`config.mk`:
```
export PLATFORM = sky130hd
export DESIGN_NAME = mul_sequencer
export DESIGN_NICKNAME = d
export VERILOG_FILES = /design/src/rtl/mul_seq_pkg.sv /design/src/rtl/mul_shift_reg.sv /design/src/rtl/mul_sequencer.sv
export SDC_FILE = /design/constraint.sdc
export NUM_CORES = 1
export LEC_CHECK = 0
export ABC_AREA = 0
export CAP_MARGIN = 25
export CORE_MARGIN = 5
export CORE_UTILIZATION = 45
export CTS_CLUSTER_SIZE = 30
export DETAILED_ROUTE_END_ITERATION = 10
export HOLD_SLACK_MARGIN = 0.12
export MAX_ROUTING_LAYER = met4
export PLACE_DENSITY = 0.79
export SLEW_MARGIN = 25
export SYNTH_ARGS = -nofsm -noshare
export SYNTH_HDL_FRONTEND = slang
export SYNTH_SLANG_ARGS = --single-unit
```
`constraint.sdc`:
```
create_clock -name clock -period 3.1 [get_ports clock]
set_clock_uncertainty 0.1 [all_clocks]
set_input_delay 0.93 -clock clock [delete_from_list [all_inputs] [get_ports clock]]
set_output_delay 0.93 -clock clock [all_outputs]
set_load 0.02 [all_outputs]
```
`src/rtl/mul_seq_pkg.sv`:
```
// Shared types and sizing for the shift-and-add multiplier sequencer.
package mul_seq_pkg;

    typedef enum logic [1:0] {
        IDLE = 2'd0,
        RUN  = 2'd1,
        DONE = 2'd2
    } state_t;

    localparam int BITS_DEFAULT = 32;

    // Iteration counter width: must hold 0..BITS-1 plus headroom for BITS-count.
    function automatic int cnt_width(input int bits);
        return $clog2(bits) + 1;
    endfunction

    localparam int CNT_W_DEFAULT = cnt_width(BITS_DEFAULT);

endpackage

```
`src/rtl/mul_shift_reg.sv`:
```
// Accumulator / multiplier-quotient pair {acc,mq} for shift-and-add multiply.
// Build option MUL_EARLY_EXIT_EN adds a one-cycle variable right shift used
// to finish early once the remaining multiplier bits are all zero.
import mul_seq_pkg::*;

module mul_shift_reg #(
    parameter int BITS = BITS_DEFAULT
) (
    input  logic              clock,
    input  logic              clear,
    input  logic              load,
    input  logic [BITS-1:0]   load_mq,
    input  logic              step,
    input  logic [BITS:0]     add_sum,
`ifdef MUL_EARLY_EXIT_EN
    input  logic              shift,
    input  logic [cnt_width(BITS):0] shamt,
`endif
    output logic [BITS-1:0]   acc,
    output logic [BITS-1:0]   mq,
    output logic [BITS-1:0]   acc_nxt,
    output logic [BITS-1:0]   mq_nxt
);

    // Next value: load clears acc, step folds the adder result in and shifts
    // the pair right by one, the adder carry landing in the acc MSB.
    always_comb begin
        acc_nxt = acc;
        mq_nxt  = mq;
        if (load) begin
            acc_nxt = '0;
            mq_nxt  = load_mq;
`ifdef MUL_EARLY_EXIT_EN
        end else if (shift) begin
            {acc_nxt, mq_nxt} = {acc, mq} >> shamt;
`endif
        end else if (step) begin
            acc_nxt = add_sum[BITS:1];
            mq_nxt  = {add_sum[0], mq[BITS-1:1]};
        end
    end

    // Pair register with synchronous clear.
    always_ff @(posedge clock) begin
        if (clear) begin
            acc <= '0;
            mq  <= '0;
        end else begin
            acc <= acc_nxt;
            mq  <= mq_nxt;
        end
    end

endmodule

```
`src/rtl/mul_sequencer.sv`:
```
// Multi-cycle unsigned shift-and-add multiplier controller driving an
// external BITS-wide adder through add_a/add_b/add_sum.
// Optional build macro: MUL_EARLY_EXIT_EN (skip trailing zero multiplier bits).
import mul_seq_pkg::*;

module mul_sequencer #(
    parameter int BITS = BITS_DEFAULT
) (
    input  logic              clock,
    input  logic              clear,
    input  logic              start,
    input  logic [BITS-1:0]   multiplicand,
    input  logic [BITS-1:0]   multiplier,
    output logic [BITS-1:0]   add_a,
    output logic [BITS-1:0]   add_b,
    input  logic [BITS:0]     add_sum,
    output logic              busy,
    output logic              done,
    output logic [2*BITS-1:0] product
);

    localparam int CW = cnt_width(BITS);

    state_t          state, state_nxt;
    logic [BITS-1:0] mcand;
    logic [CW-1:0]   count;
    logic [BITS-1:0] acc, mq, acc_nxt, mq_nxt;
    logic            load, step, skip;

`ifdef MUL_EARLY_EXIT_EN
    logic [BITS-1:0] pend_mask;
    logic [CW:0]     shamt;

    // Unprocessed multiplier bits sit at mq[BITS-1-count:0]; if none are set
    // the remaining iterations would only shift, so collapse them into one.
    always_comb begin
        pend_mask = {BITS{1'b1}} >> count;
        shamt     = (CW+1)'(BITS) - {1'b0, count};
        skip      = (state == RUN) && ((mq & pend_mask) == '0);
    end
`else
    assign skip = 1'b0;
`endif

    mul_shift_reg #(.BITS(BITS)) u_pair (
        .clock   (clock),
        .clear   (clear),
        .load    (load),
        .load_mq (multiplier),
        .step    (step),
        .add_sum (add_sum),
`ifdef MUL_EARLY_EXIT_EN
        .shift   (skip),
        .shamt   (shamt),
`endif
        .acc     (acc),
        .mq      (mq),
        .acc_nxt (acc_nxt),
        .mq_nxt  (mq_nxt)
    );

    // Next-state and adder operand control; adder operands idle at zero.
    always_comb begin
        state_nxt = state;
        load      = 1'b0;
        step      = 1'b0;
        add_a     = '0;
        add_b     = '0;
        case (state)
            IDLE: begin
                if (start) begin
                    load      = 1'b1;
                    state_nxt = RUN;
                end
            end
            RUN: begin
                if (skip) begin
                    state_nxt = DONE;
                end else begin
                    step  = 1'b1;
                    add_a = acc;
                    add_b = mq[0] ? mcand : '0;
                    if (count == CW'(BITS-1))
                        state_nxt = DONE;
                end
            end
            DONE:    state_nxt = IDLE;
            default: state_nxt = IDLE;
        endcase
    end

    // State, operand/count and registered outputs; product captured on the
    // edge entering DONE so it appears together with the done pulse.
    always_ff @(posedge clock) begin
        if (clear) begin
            state   <= IDLE;
            mcand   <= '0;
            count   <= '0;
            product <= '0;
            busy    <= 1'b0;
            done    <= 1'b0;
        end else begin
            state <= state_nxt;
            busy  <= (state_nxt != IDLE);
            done  <= (state == RUN) && (state_nxt == DONE);
            if (load) begin
                mcand   <= multiplicand;
                count   <= '0;
                product <= '0;
            end
            if (step)
                count <= count + CW'(1);
            if ((state == RUN) && (state_nxt == DONE))
                product <= {acc_nxt, mq_nxt};
        end
    end

endmodule

```
==> flow_summary.ini <==
[run_status]
status = completed

[cells_and_area]
nets = 1138
post-route-util_pct = 66.3
layout-drive-gt1-share_pct = 8.29
area_delta_synth_final_pct = 43.6
n_antenna_cell = 0

[placement]
port_buffers = 229
gp_congestion = 0.788
dp_hpwl_um = 13900

[power]
p_switching_mw = 1.15
irDropWorstVdd_mv = 0.364
power_leakage_nw = 4.06
p_per_area_nw_per_um2 = 493
clkPwrFrac_pct = 43.2
p_sw_share_pct = 23.2
seq_power_share_pct = 46.5
intPower_mw = 3.83
pwr-share-comb_pct = 10.3

[synth]
yosys.cell_types.count = 36
synthFlopType = dfxtp_1
synth_area_leaders = dfxtp_1 48%, a21oi_1 10%, nand2_1 6.9%
yosysTopAreaCell = dfxtp_1
ys_async_sr_fraction_pct = 0
ys_warn_count = 0
synth_area_um2 = 7050
synth_edf_count = 0
synth_fp_nets = 957
synth_top_area_share_pct = 48.3
avgSynthCellArea_um2 = 8.23
syn_inst = 856
ys_seq_area_share_pct = 48.3
ys_ff_latch = 170

[critical_path]
required_ps = 2070
reg2reg_slack_ps = 790
startpoint_type = register
arrival_ps = 2000
crit_type = reg -> out
regToRegStartpoint = state[0]
cp_max_fo = 63
cp-end-kind = output port
ff2ff_path_depth = 4
rr_endpoint = product[26]
cp-startpoint = state[0]

[timing]
period_needed_ps = 3030
hold_violations = 0
slew_headroom_pct = 52.3
clock.fmax_ghz = 0.330
tns_ps = 0
rsz0062_at_grt = false
setup_viol = 0
drv_slew = 0
period_share_pct = 97.6
worst_pin_slew_ps = 716

[clock_tree]
h-tree-depth = 4
clkLatencyLatePin_ps = 410
cts_sinks = 170
cts_tree = yes
clockBufferDepth = 2
postCtsSetupRepairBufs = 0
cts-root-buf = clkbuf_16
path_clk_slew_ps = 70
cts_made_buffers = 17

[global_routing]
antenna_found_initial = 0
grt_pass1_wl_um = 32900
grt_use_total_pct = 22.7
overflow = 0
grt_pass1_vias = 6416
grt_max_degree = 66

[min_path]
whs_path_depth = 2
min_from = u_pair.acc[1]
hold_end = u_pair.acc[1]
min_path_type = reg -> reg

[floorplan]
die_h_um = 135
placementRows = 45
core_area_um2 = 15300
pin_count = 230
die_w_um = 135
dieArea_um2 = 18300
start_util_pct = 46.2

[drt]
vias = 6775
drc = 0
wl_per_cell_um = 16.7
via_per_inst = 5.37
dr.pass1.iters = 5
routed_wl_um = 21000
drt.antenna.violating_nets = 0
drt-initial-drc-count = 446

[run]
maxCapViolations = 0
worst max path at each step:
stage / cells after the start / endpoint / slack, ps
after floorplan: 6 / add_a[0] / 750
after global placement: 5 / product[5] / 310
after detailed placement: 5 / product[4] / 290
after CTS: 4 / add_a[22] / 50
after global routing: 4 / add_a[15] / 2
final: 4 / add_a[28] / 70
final cells by class:
type,count,area [µm²]
repair buffers,250,2560
inverters,3,11.3
fillers,1268,5140
flip-flops and latches,170,3400
clock buffers,21,460
well taps,211,264
clock inverters,11,144
multi-input cells,595,3270
sequential cells by signal, summed over array words and instances (netlist names):
name	flops
busy	1
count	6
done	1
mcand	32
product	64
state	2
u_pair.acc	32
u_pair.mq	32
placed cells by master, fill, tap and decap left out, types with 24 or more instances in the layout:
cell type and instances:
clkdlybuf4s50_1 204, and3_1 32, nand3_1 65, dfxtp_1 169
nor2_1 43, o211ai_1 26, o21ai_0 33, nand2_1 129
a21oi_1 146, dlymetal6s2s_1 24, and2_1 32
Yosys cell counts, types with 2 or more instances:
cell type  count
a21oi_1      146
and2_1        32
and3_1        33
buf_2         31
buf_4          5
buf_6          2
clkbuf_1      50
dfxtp_1      170
inv_1          2
mux2i_1        9
nand2_1      129
nand3_1       66
nor2_1        43
nor2b_1       24
nor3_1         3
nor3b_1        2
o211ai_1      26
o21ai_0       33
o221a_2       23
o221ai_1       9
or3_1          3
kinds of logic (layout without fill, tap and decap cells):
logic type | after synthesis | after routing | share of synthesized area [%]
compound gates | 241 | 241 | 20.7
fa+ha+maj | 1 | 1 | 0.178
buf+inv | 91 | 285 | 5.88
flops | 170 | 170 | 48.3
mux | 9 | 9 | 1.28
simple gates | 344 | 344 | 23.6
through the flow:
step	instance area (µm²)	hold WS [ps]	total power [mW]	setup WS, ps	std cells
after global routing	10100	364	5.17	2.29	1261
final	10100	348	4.98	73.9	1261
after floorplan	7050	332	2.64	754	856
after CTS	10100	351	5.02	45.0	1261
after global placement	9450	337	2.87	309	1229
after detailed placement	9450	342	2.88	291	1229
power by group through the flow:
stage	Clock [mW]	Sequential (mW)	Combinational, mW
after floorplan	0	2.35	0.287
after global placement	0	2.36	0.505
after detailed placement	0	2.36	0.514
after CTS	2.19	2.32	0.517
after global routing	2.28	2.32	0.565
final	2.15	2.32	0.514
metal layers:
layer / global-route usage, % / part of all wire (%)
met1: 28.8 / 43
met2: 36.7 / 50
met3: 4.49 / 6.1
met4: 7.05 / 1.8
met5: - / 0
worst max-delay path: stages, from the launching register on:
cell and delay, ps:
dfxtp_2 330, nor2b_4 190, buf_12 260, and2_1 160, clkdlybuf4s50_1 630
what timing repair did:
| action | in CTS | in global routing |
|---|---|---|
| gates cloned | 0 | 0 |
| hold buffers | 0 | 0 |
| resized for setup | 1 | 25 |
| endpoints found under the setup margin | 9 | 15 |
| endpoints found under the hold margin | 0 | 0 |
Power figures use the tool's default switching activity.
